## config.mk

```make
export PLATFORM = sky130hd
export DESIGN_NAME = max_pool_stream
export DESIGN_NICKNAME = d
export VERILOG_FILES = /design/src/rtl/max_pool_stream.sv
export SDC_FILE = /design/constraint.sdc
export NUM_CORES = 1
export LEC_CHECK = 0
export ABC_AREA = 1
export BUFFER_PORTS_ARGS = -buffer_cell sky130_fd_sc_hd__clkbuf_2
export CAP_MARGIN = 20
export CORE_MARGIN = 2
export CORE_UTILIZATION = 25
export DETAILED_ROUTE_END_ITERATION = 12
export PLACE_DENSITY = 0.41
export SETUP_SLACK_MARGIN = 0.2
export SLEW_MARGIN = 20
export SYNTH_ARGS = -nofsm -noshare
export SYNTH_HDL_FRONTEND = slang
export SYNTH_SLANG_ARGS = --single-unit
```

## constraint.sdc

```tcl
create_clock -name clk -period 2.35 [get_ports clk]
set_input_delay 0.47 -clock clk [delete_from_list [all_inputs] [get_ports clk]]
set_output_delay 0.47 -clock clk [all_outputs]
set_load 0.02 [all_outputs]
```

## src/rtl/max_pool_stream.sv

```systemverilog
// Streaming max/min reduction over windows of fixed-point words with argmax index,
// element count and valid/ready handshakes on both sides.
//
//  state | meaning
//  IDLE  | no window open; first accepted element opens one
//  ACCUM | window open, tracking best value/index/count
//  HOLD  | result presented on out_*, waiting for out_ready
module max_pool_stream #(
    parameter int DATA_W = 32,
    parameter int MAX_LEN = 256,
    parameter int SIGNED = 1,
    localparam int IDX_W = $clog2(MAX_LEN),
    localparam int CNT_W = $clog2(MAX_LEN + 1)
) (
    input  logic              clk,
    input  logic              reset,
    input  logic [DATA_W-1:0] in_data,
    input  logic              in_valid,
    output logic              in_ready,
    input  logic              in_last,
    input  logic              mode_min,
    output logic [DATA_W-1:0] out_data,
    output logic [IDX_W-1:0]  out_index,
    output logic [CNT_W-1:0]  out_count,
    output logic              out_valid,
    input  logic              out_ready
);

    localparam logic [CNT_W-1:0] LAST_CNT = CNT_W'(MAX_LEN - 1);

    typedef enum logic [1:0] {
        IDLE  = 2'd0,
        ACCUM = 2'd1,
        HOLD  = 2'd2
    } state_t;

    state_t state, state_nxt;

    logic [DATA_W-1:0] best, best_nxt;
    logic [IDX_W-1:0]  idx, idx_nxt;
    logic [CNT_W-1:0]  cnt, cnt_nxt;
    logic              mode, mode_nxt;
    logic              accept, load, close, greater, less, better;

    assign in_ready  = (state != HOLD) || out_ready;
    assign accept    = in_valid && in_ready;
    assign out_valid = (state == HOLD);

    if (SIGNED != 0) begin : g_signed
        assign greater = $signed(in_data) > $signed(best);
        assign less    = $signed(in_data) < $signed(best);
    end else begin : g_unsigned
        assign greater = in_data > best;
        assign less    = in_data < best;
    end

    // strict compare: ties keep the earlier index
    assign better = mode ? less : greater;

    // a fresh window opens from IDLE, or from HOLD when the result is taken the same cycle
    assign load = accept && (state != ACCUM);

    always_comb begin
        state_nxt = state;
        best_nxt  = best;
        idx_nxt   = idx;
        cnt_nxt   = cnt;
        mode_nxt  = mode;
        close     = 1'b0;
        case (state)
            IDLE: ;
            ACCUM: begin
                if (accept) begin
                    cnt_nxt = cnt + CNT_W'(1);
                    if (better) begin
                        best_nxt = in_data;
                        idx_nxt  = cnt[IDX_W-1:0];
                    end
                    if (in_last || (cnt == LAST_CNT)) begin
                        state_nxt = HOLD;
                        close     = 1'b1;
                    end
                end
            end
            HOLD: begin
                if (out_ready) state_nxt = IDLE;
            end
            default: state_nxt = IDLE;
        endcase
        if (load) begin
            best_nxt  = in_data;
            idx_nxt   = '0;
            cnt_nxt   = CNT_W'(1);
            mode_nxt  = mode_min;
            state_nxt = in_last ? HOLD : ACCUM;
            close     = in_last;
        end
    end

    always_ff @(posedge clk or negedge reset) begin
        if (!reset) begin
            state     <= IDLE;
            best      <= '0;
            idx       <= '0;
            cnt       <= '0;
            mode      <= 1'b0;
            out_data  <= '0;
            out_index <= '0;
            out_count <= '0;
        end else begin
            state <= state_nxt;
            best  <= best_nxt;
            idx   <= idx_nxt;
            cnt   <= cnt_nxt;
            mode  <= mode_nxt;
            if (close) begin
                out_data  <= best_nxt;
                out_index <= idx_nxt;
                out_count <= cnt_nxt;
            end
        end
    end

endmodule

```

==> results.py <==
metrics = {
    "status": {
        "run_status": "finished clean",
    },
    "setup_path": {
        "path_cells": "inv_1 -> ha_4 -> nand2_1 -> nor2_2 -> nand2_2 -> nor4_4 -> nand2_2 -> nand2_2 -> nand2_2 -> nand3_2 -> nand2_2 -> inv_4 -> nand2_8 -> nand2_8 -> buf_12 -> nand2_1 -> and2_1",
        "reg2reg_to": "best[1]$_DFF_PN0_",
        "endpoint": "best[1]$_DFF_PN0_",
        "worstPathRequired_ns": 2.59,
        "path_buf_inv": 3,
        "critPathMostFrequentCell": "nand2_2",
        "critPathTopFamily": "simple AND/OR/NAND/NOR gates",
        "start_kind": "flop",
        "worst-path-stages": 17,
        "critPathCaptureType": "flop",
        "timing_worst_setup_path_type": "flop to flop",
        "worstSetupStartpoint": "best[29]$_DFF_PN0_",
        "regToRegStartpoint": "best[29]$_DFF_PN0_",
        "critPathArrivalTime_ns": 2.54,
        "crit_path_max_fanout": 8,
        "r2r_slack_ns": 0.05,
        "cp_slowest_cell": "dfrtp_1",
        "r2r_cells": 17,
        "slowest_delay_ns": 0.32,
    },
    "layout": {
        "layout-drive-gt1-share_pct": 36.96,
        "nets": 830,
        "n_antenna_cell": 0,
        "nFillCells": 2177,
        "syn2layout_area_growth_pct": 38.22,
    },
    "synth": {
        "ys_async_sr_fraction_pct": 100.0,
        "synthSimpleGateAreaFrac_pct": 30.43,
        "synth_area_per_cell_um2": 8.167,
        "synth_top_family_by_area": "simple AND/OR/NAND/NOR gates",
        "syn_nets": 721,
        "synth_warnings": 0,
        "syn_inst": 649,
        "synth_compound_area_share_pct": 3.777,
        "synth_sequential_area_ratio_pct": 47.69,
        "syn_area_um2": 5300,
        "synthAdderAreaFrac_pct": 8.026,
        "ys_ff_latch": 101,
        "synth_edf_count": 0,
        "synth_mux_area_share_pct": 0,
        "yosysUniqueCellTypes": 33,
        "synth_top_flop_cell": "dfrtp_1",
        "yosys.area_share.xor_xnor_pct": 0.1653,
    },
    "place": {
        "portBuffers": 88,
        "preCtsSetupSlack_ns": -0.2352,
        "routabilityCongestion": 0.7824,
        "hpwl_mm": 10.10,
    },
    "power_and_ir_drop": {
        "power_switching_mw": 3.836,
        "pwr-share-comb_pct": 50.3,
        "power_frac_seq_pct": 30.3,
        "clkPwrFrac_pct": 19.4,
        "power.total_mw": 9.384,
        "ir_worst_vdd_mv": 0.3875,
        "power.density_nw_per_um2": 1281,
        "power_leakage_nw": 3.869,
        "p_int_mw": 5.547,
        "netSwitchingFraction_pct": 40.88,
    },
    "floorplan": {
        "num_rows": 53,
        "initial_core_util_pct": 25.37,
        "io_pins": 89,
        "die_h_um": 149.6,
        "die-area_um2": 22380,
        "core_um2": 20890,
        "die_w_um": 149.6,
    },
    "flow_run": {
        "drv_cap": 0,
    },
    "timing": {
        "worst_slew_pin_slew_ns": 0.5524,
        "min_period_ns": 2.302,
        "finalClockSkew_ns": 0.009912,
        "timing.hold.ws_ns": 0.1006,
        "maxSlewViolCount": 0,
        "fin_tns_setup_ns": 0,
        "slew_headroom_pct": 63.17,
        "rsz0062_at_grt": "yes",
        "setup_slack_ns": 0.04753,
        "setup_violations": 0,
        "post-route-period-util_pct": 97.98,
        "fmax_mhz": 434.3,
        "finalHoldViolations": 0,
    },
    "clocking": {
        "cts_inserted_buffers": 9,
        "cts_hold_buf": 0,
        "cts.path.max_buffers": 2,
        "clk_pin_slew_ns": 0.07,
        "clk_latency_ns": 0.35,
        "cts_tree": "built",
        "cts_max_level": 3,
        "clock-root-buffer": "clkbuf_16",
        "cts.sink_count": 101,
    },
    "routing": {
        "wl_mm": 14.85,
        "wl_per_cell_um": 14.31,
        "drt-initial-drc-count": 164,
        "drtAntennaViolNets": 0,
        "dr.pass1.iters": 7,
        "viasPerCell": 4.363,
        "vias": 4529,
        "drc": 0,
    },
    "global_route": {
        "grt_max_degree": 42,
        "grt_pass1_wl_mm": 24.14,
        "grt.total_usage_pct": 13.96,
        "antenna_found_initial": 0,
        "grt_pass1_vias": 4584,
        "grt_overflow_total": 0,
    },
    "worst_hold_path": {
        "hold_path_class": "primary input to async pin",
    },
}
==> stage by stage <==
step                cells  cell area [um^2]  util [%]
detailed placement   1016              6357     30.43
finish               1038              7326     35.07
global route         1038              7326     35.07
global placement     1016              6357     30.43
floorplan             649              5434         -
CTS                  1035              7079     33.89
==> cells in the final DEF, fill, tap and decap left out, types with 16 or more instances in the layout <==
cell type / netlist / layout
nand2_4: 2 / 16
inv_2: 1 / 16
buf_4: 4 / 24
ha_4: 0 / 17
ha_1: 34 / 17
clkbuf_2: 0 / 87
and2_4: 0 / 17
nand3_2: 0 / 27
nand3_1: 79 / 52
nand2_2: 12 / 34
inv_1: 101 / 86
nand2_1: 184 / 146
dfrtp_1: 101 / 101
==> how the worst min path moves through the flow <==
| stage | to | start | slack [ns] |
|---|---|---|---|
| after floorplan | best[0]$_DFF_PN0_ | reset | 0.17 |
| after CTS | out_data[5]$_DFFE_PN0P_ | reset | 0.12 |
| after detailed placement | out_data[27]$_DFFE_PN0P_ | out_data[27]$_DFFE_PN0P_ | 0.46 |
| after global routing | out_data[5]$_DFFE_PN0P_ | reset | 0.13 |
| final | out_data[5]$_DFFE_PN0P_ | reset | 0.10 |
| after global placement | out_count[2]$_DFFE_PN0P_ | out_count[2]$_DFFE_PN0P_ | 0.46 |
==> flip-flops by register name, indices dropped and copies added, names as in the netlist <==
name / cells
cnt: 9
out_count: 9
idx: 8
mode: 1
out_data: 32
out_index: 8
best: 32
state: 2
==> timing repair <==
action                     4_1_cts  5_1_grt
setup endpoints to repair       80       90
resized for setup               79       63
pin swaps                       12       18
setup buffers                    1        3
gates cloned                     2        0
==> power groups by stage <==
stage	registers, mW	logic [mW]	clock network [mW]
6_report	2.84	4.72	1.82
5_1_grt	2.94	5.28	1.95
4_1_cts	2.84	4.45	1.88
3_5_place_dp	2.86	3.95	0
3_3_place_gp	2.85	3.90	0
2_1_floorplan	3.27	2.25	0
==> cell families (layout without fill, tap and decap cells) <==
group | Yosys count | count (layout)
xor+xnor | 1 | 1
buf+inv | 126 | 240
flops | 101 | 101
compound gates | 37 | 37
simple gates | 350 | 350
fa+ha+maj | 34 | 34
==> cells in the mapped netlist (2+ instances only) <==
master	count	area [um^2]
nand2_1	184	690.7
dfrtp_1	101	2527
inv_1	101	379.1
nand3_1	79	395.4
ha_1	34	425.4
and2_1	32	200.2
a21oi_1	19	95.09
nor2_1	17	63.81
nand2_2	12	75.07
nand4_1	10	62.56
o21ai_0	9	45.04
and3_1	8	50.05
clkbuf_1	8	30.03
buf_2	7	35.03
buf_4	4	30.03
o21ai_1	3	15.01
buf_6	2	22.52
nand2_4	2	22.52
nor2_2	2	12.51
o21a_1	2	15.01
==> per-layer routing <==
| layer | vias up | track usage [%] | routed length (um) |
|---|---|---|---|
| met2 | 78 | 22.27 | 6814 |
| met1 | 2177 | 19.15 | 7237 |
| met3 | 20 | 2.134 | 490 |
| met5 | - | 0 | 0 |
| met4 | 0 | 5.143 | 311 |
| li1 | 2254 | - | - |
==> layout make-up <==
class	count	area, um^2	share of cell area (%)
multi-input combinational	422	2900	39.59
tap	275	344.1	4.697
sequential	101	2527	34.50
clock buffer	13	270.3	3.689
inverter	104	392.9	5.363
clock inverter	3	90.09	1.230
timing repair buffer	120	800.8	10.93
Note: power is estimated with default switching activity, not from simulation.
